==> config.mk <==
export PLATFORM = sky130hd
export DESIGN_NAME = instruction_fetch
export DESIGN_NICKNAME = d
export VERILOG_FILES = /design/src/rtl/instruction_fetch.sv
export SDC_FILE = /design/constraint.sdc
export NUM_CORES = 1
export LEC_CHECK = 0
export CAP_MARGIN = 20
export CORE_ASPECT_RATIO = 0.8
export CORE_MARGIN = 10
export CORE_UTILIZATION = 40
export DETAILED_ROUTE_END_ITERATION = 10
export PLACE_DENSITY_LB_ADDON = 0.15
export SYNTH_ARGS = -nofsm -noshare
export SYNTH_HDL_FRONTEND = slang
export SYNTH_SLANG_ARGS = --single-unit
==> constraint.sdc <==
create_clock -name clk -period 2.85 [get_ports clk]
set_input_delay 0.4275 -clock clk [delete_from_list [all_inputs] [get_ports clk]]
set_output_delay 0.4275 -clock clk [all_outputs]
set_load 0.005 [all_outputs]
==> src/rtl/instruction_fetch.sv <==
// Fetch front end: owns the program counter, drives the synchronous instruction
// memory and buffers returned {pc, instr} pairs in a 2-entry skid FIFO for decode.
module instruction_fetch #(
  parameter int                    DATA_WIDTH = 32,
  parameter int                    ADDR_WIDTH = 10,
  parameter logic [ADDR_WIDTH-1:0] RESET_PC   = '0
) (
  input  logic                  clk,
  input  logic                  rst,
  output logic [ADDR_WIDTH-1:0] imem_addr,
  input  logic [DATA_WIDTH-1:0] imem_data,
  input  logic                  redirect_valid,
  input  logic [ADDR_WIDTH-1:0] redirect_addr,
  output logic                  out_valid,
  input  logic                  out_ready,
  output logic [DATA_WIDTH-1:0] out_instr,
  output logic [ADDR_WIDTH-1:0] out_pc
);

  typedef struct packed {
    logic [ADDR_WIDTH-1:0] pc;
    logic [DATA_WIDTH-1:0] instr;
  } entry_t;

  logic [ADDR_WIDTH-1:0] pc_q, pc_d;
  logic [ADDR_WIDTH-1:0] inflight_pc_q, inflight_pc_d;
  logic                  inflight_q, inflight_d;
  logic [1:0]            count_q, count_d;
  logic                  rd_ptr_q, rd_ptr_d;
  logic                  wr_ptr_q, wr_ptr_d;
  entry_t                fifo_q [2];
  entry_t                head;

  logic       pop;
  logic       push;
  logic       issue;
  logic [2:0] occupancy;

  assign imem_addr = pc_q;
  assign head      = fifo_q[rd_ptr_q];
  assign out_valid = (count_q != 2'd0);
  assign out_pc    = head.pc;
  assign out_instr = head.instr;

  assign pop  = out_valid & out_ready;
  assign push = inflight_q;

  // Words already buffered or returning next edge, minus the one leaving now;
  // issuing only below 2 is what keeps the FIFO from ever overflowing.
  assign occupancy = {1'b0, count_q} + {2'b00, inflight_q} - {2'b00, pop};
  assign issue     = (occupancy < 3'd2);

  // NOTE: every next-state signal gets its hold value first so no path leaves
  // it unassigned; that is what prevents latch inference in always_comb.
  always_comb begin
    pc_d          = pc_q;
    inflight_pc_d = inflight_pc_q;
    inflight_d    = 1'b0;
    count_d       = count_q;
    rd_ptr_d      = rd_ptr_q;
    wr_ptr_d      = wr_ptr_q;

    if (redirect_valid) begin
      pc_d     = redirect_addr;
      count_d  = 2'd0;
      rd_ptr_d = 1'b0;
      wr_ptr_d = 1'b0;
    end else begin
      if (issue) begin
        inflight_d    = 1'b1;
        inflight_pc_d = pc_q;
        pc_d          = pc_q + ADDR_WIDTH'(1);
      end
      if (pop)  rd_ptr_d = ~rd_ptr_q;
      if (push) wr_ptr_d = ~wr_ptr_q;
      count_d = count_q + {1'b0, push} - {1'b0, pop};
    end
  end

  // NOTE: sequential state uses non-blocking assignments so every register
  // samples the pre-edge values regardless of block ordering.
  always_ff @(posedge clk or negedge rst) begin
    if (!rst) begin
      pc_q          <= RESET_PC;
      inflight_pc_q <= '0;
      inflight_q    <= 1'b0;
      count_q       <= 2'd0;
      rd_ptr_q      <= 1'b0;
      wr_ptr_q      <= 1'b0;
    end else begin
      pc_q          <= pc_d;
      inflight_pc_q <= inflight_pc_d;
      inflight_q    <= inflight_d;
      count_q       <= count_d;
      rd_ptr_q      <= rd_ptr_d;
      wr_ptr_q      <= wr_ptr_d;
    end
  end

  // NOTE: the two FIFO slots are reset because out_pc/out_instr must read zero
  // during reset; a deeper storage array would normally be left unreset.
  always_ff @(posedge clk or negedge rst) begin
    if (!rst) begin
      for (int i = 0; i < 2; i++) fifo_q[i] <= '0;
    end else if (push && !redirect_valid) begin
      fifo_q[wr_ptr_q] <= '{pc: inflight_pc_q, instr: imem_data};
    end
  end

endmodule

==> impl_results.md <==
- CP max stage delay: 380 ps
- Area occupied by multi-input gates: 2010 um^2
- # fillers: 956
- Vias in the first global route: 3288
- Total grt overflow: 0
- Period utilization: 0.971
- Gate Count Post-Synth: 328
- Nets: 485
- Worst Clk Skew: 2.99 ps
- Post-synthesis mux area share: 0.325
- Slowest CP cell: dfrtp_1
- Register area share after synthesis: 0.571
- Clock insertion delay at the later pin of the skew report: 340 ps
- Setup CP Type: reg2reg
- Crit-path max FO: 4
- Critical Path Most Common Cell: o31a_1
- Diodes inserted: 0
- Die Y: 118 um
- Final HPWL DP: 7300 um
- Aggregate global-route resource usage: 0.126
- Syn. warnings: 0
- Die area: 16800 um^2
- Syn avg cell area: 14.6 um^2
- Worst-Margin Slew: 591 ps
- Clk root buf: clkbuf_16
- Drt pass-1 iters: 4
- Yosys reg bits: 109
- Routed Antenna Nets: 0
- Post-CTS setup buffer count: 0
- DRC: 0
- Die Width: 142 um
- Max clock buf depth: 2
- CP Capture Type: flop
- Synth async-reset ratio: 1.00
- Total of max-cap violations: 0
- Compound-Gate Fraction of Synth Area: 0.0120
- CTS buffer count: 9
- WP buf/inv: 1
- Post-Synth Adder-Cell Area: 0.0120
- Reg area: 2730 um^2
- First-pass GRT wire length: 17100 um
- CTS H-Tree Depth: 3
- Starting Density: 0.412
- Yosys top cell area share: 0.571
- Predominant post-synthesis flop cell: dfrtp_1
- Setup slack at placement: -155 ps
- Tot Pwr: 7.01 mW
- Placement Cell Area: 6050 um^2
- Area added between synthesis and finish: 32.9%
- Worst vdd ir: 0.000512 V
- Leak: 2.67 nW
- Pwr dens: 1100 nW/um^2
- Final WS setup: 82.6 ps
- Core ar.: 11600 um^2
- CP Cell Sequence: or2_4 -> and2_4 -> ha_4 -> inv_1 -> ha_2 -> fa_2 -> xnor2_4 -> or3_1 -> o31a_1 -> o31a_1
- Top Ports: 99
- Post-synth EDFFs: 0
- Outcome: completed
- Area contributors post-synth: dfrtp_1 (57%), mux2_2 (32%), xnor2_1 (1.6%)
- Cell accounting for the most synthesized area: dfrtp_1
- Relative slew slack: 0.606
- Req. time, crit path: 3080 ps
- Final Instance Area: 6360 um^2
- Main combinational cell family by area after synthesis: multiplexers
- Clk slew on worst S/H paths: 70 ps
- Post-layout minimum cycle time: 2770 ps
- Family with the most delay on the worst path: adder cells
- Max Slew Vio Count: 0
- XOR/XNOR Fraction of Synth Area: 0.0217
- Crit path DAT: 3000 ps
- Final Wtd Congestion: 0.732
- Syn nets: 378
- Vias after detailed routing: 2910
- CTS tree: done
- Share of cells above drive strength 1: 0.402
- Worst min path class: in2async
- Top cell types by occurrence after synthesis: mux2_2 (137), dfrtp_1 (109), nand2_1 (11), buf_2 (9), xnor2_1 (9)
- Largest net degree at the start of global routing: 66
- Cell row count: 35
- Port bufs: 98
- Initial antenna violation count: 0
- Area share of and/or/nand/nor cells after synthesis: 0.0393
- Achievable frequency: 0.361 GHz
- Final Hold Viols: 0
- DRT iter0 DRCs: 88
- Final setup viols: 0
- Vias per cell: 4.95
- Most numerous cell in the Yosys netlist: mux2_2
- WL final: 10400 um
- Critical Path Start Type: flop
- Avg WL per Cell: 17.7 um
- Clock sinks: 109
- Synth Cell Area: 4780 um^2
- Count of cell types in the netlist: 29
- RSZ-0062 raised after global routing: false
## stage by stage
step           setup TNS, ps  hold WS (ps)  instances  utilization
2_1_floorplan              0           132        328            -
3_3_place_gp            -662           467        572        0.521
3_5_place_dp           -1370           472        572        0.521
4_1_cts                    0          96.9        588        0.547
5_1_grt                    0           116        588        0.548
6_report                   0          78.1        588        0.548
## power breakdown
group          internal, mW  total, mW  switching (mW)
logic                  2.07       3.09            1.02
clock network         0.707       1.25           0.543
registers              2.26       2.67           0.410
## routing by layer
metal	up-vias	wire, um	track usage
li1	1378	-	-
met1	1459	4760	0.158
met2	62	4940	0.198
met3	11	580	0.0448
met4	0	127	0.0370
met5	-	0	0
## path summary, 6_finish.rpt
check	to	startpoint	depth (start not counted)	slack (ps)
hold reg to reg	fifo_q[38]	fifo_q[38]	1	500
min in group clk	fifo_q[38]	fifo_q[38]	1	500
max in group asynchronous	rd_ptr_q	rst	2	2000
hold / removal	fifo_q[6]	rst	1	80
setup / recovery	imem_addr[8]	count_q[1]	10	80
setup reg to reg	imem_addr[8]	count_q[1]	10	80
## kinds of logic after synthesis
logic type / count (synthesis)
AND/OR/NAND/NOR: 34
AO/OA/AOI/OAI: 10
flip-flops: 109
adder cells (fa/ha/maj): 4
XOR/XNOR: 11
multiplexers: 138
buffers and inverters: 22
## layout make-up
class | instances | area share
Clock buffer | 11 | 0.0382
Clock inverter | 5 | 0.00925
Inverter | 5 | 0.00295
Multi-Input combinational cell | 197 | 0.316
Sequential cell | 109 | 0.429
Tap cell | 148 | 0.0291
Timing Repair Buffer | 113 | 0.176
## registers in the layout (all words and copies together), names as in the netlist
signal and count:
imem_addr 10, inflight_q 1, fifo_q 84, count_q 2
wr_ptr_q 1, inflight_pc_q 10, rd_ptr_q 1
## layout by cell type (no fill, tap or decap), types with 2 or more instances in the layout
cell type,instances
o21ai_0,8
nor4b_1,2
nor2b_1,2
xnor2_1,9
inv_1,5
dfrtp_1,108
clkinvlp_4,2
nor2_1,4
buf_12,2
nand2_1,11
buf_4,14
nor3_1,3
o31a_1,2
clkbuf_16,9
mux2_2,137
clkdlybuf4s50_1,97
## timing repair
item,4_1_cts,5_1_grt
endpoints found under the setup margin,0,1
hold buffers,0,0
resized for setup,0,1
(Power assumes the default switching activity.)
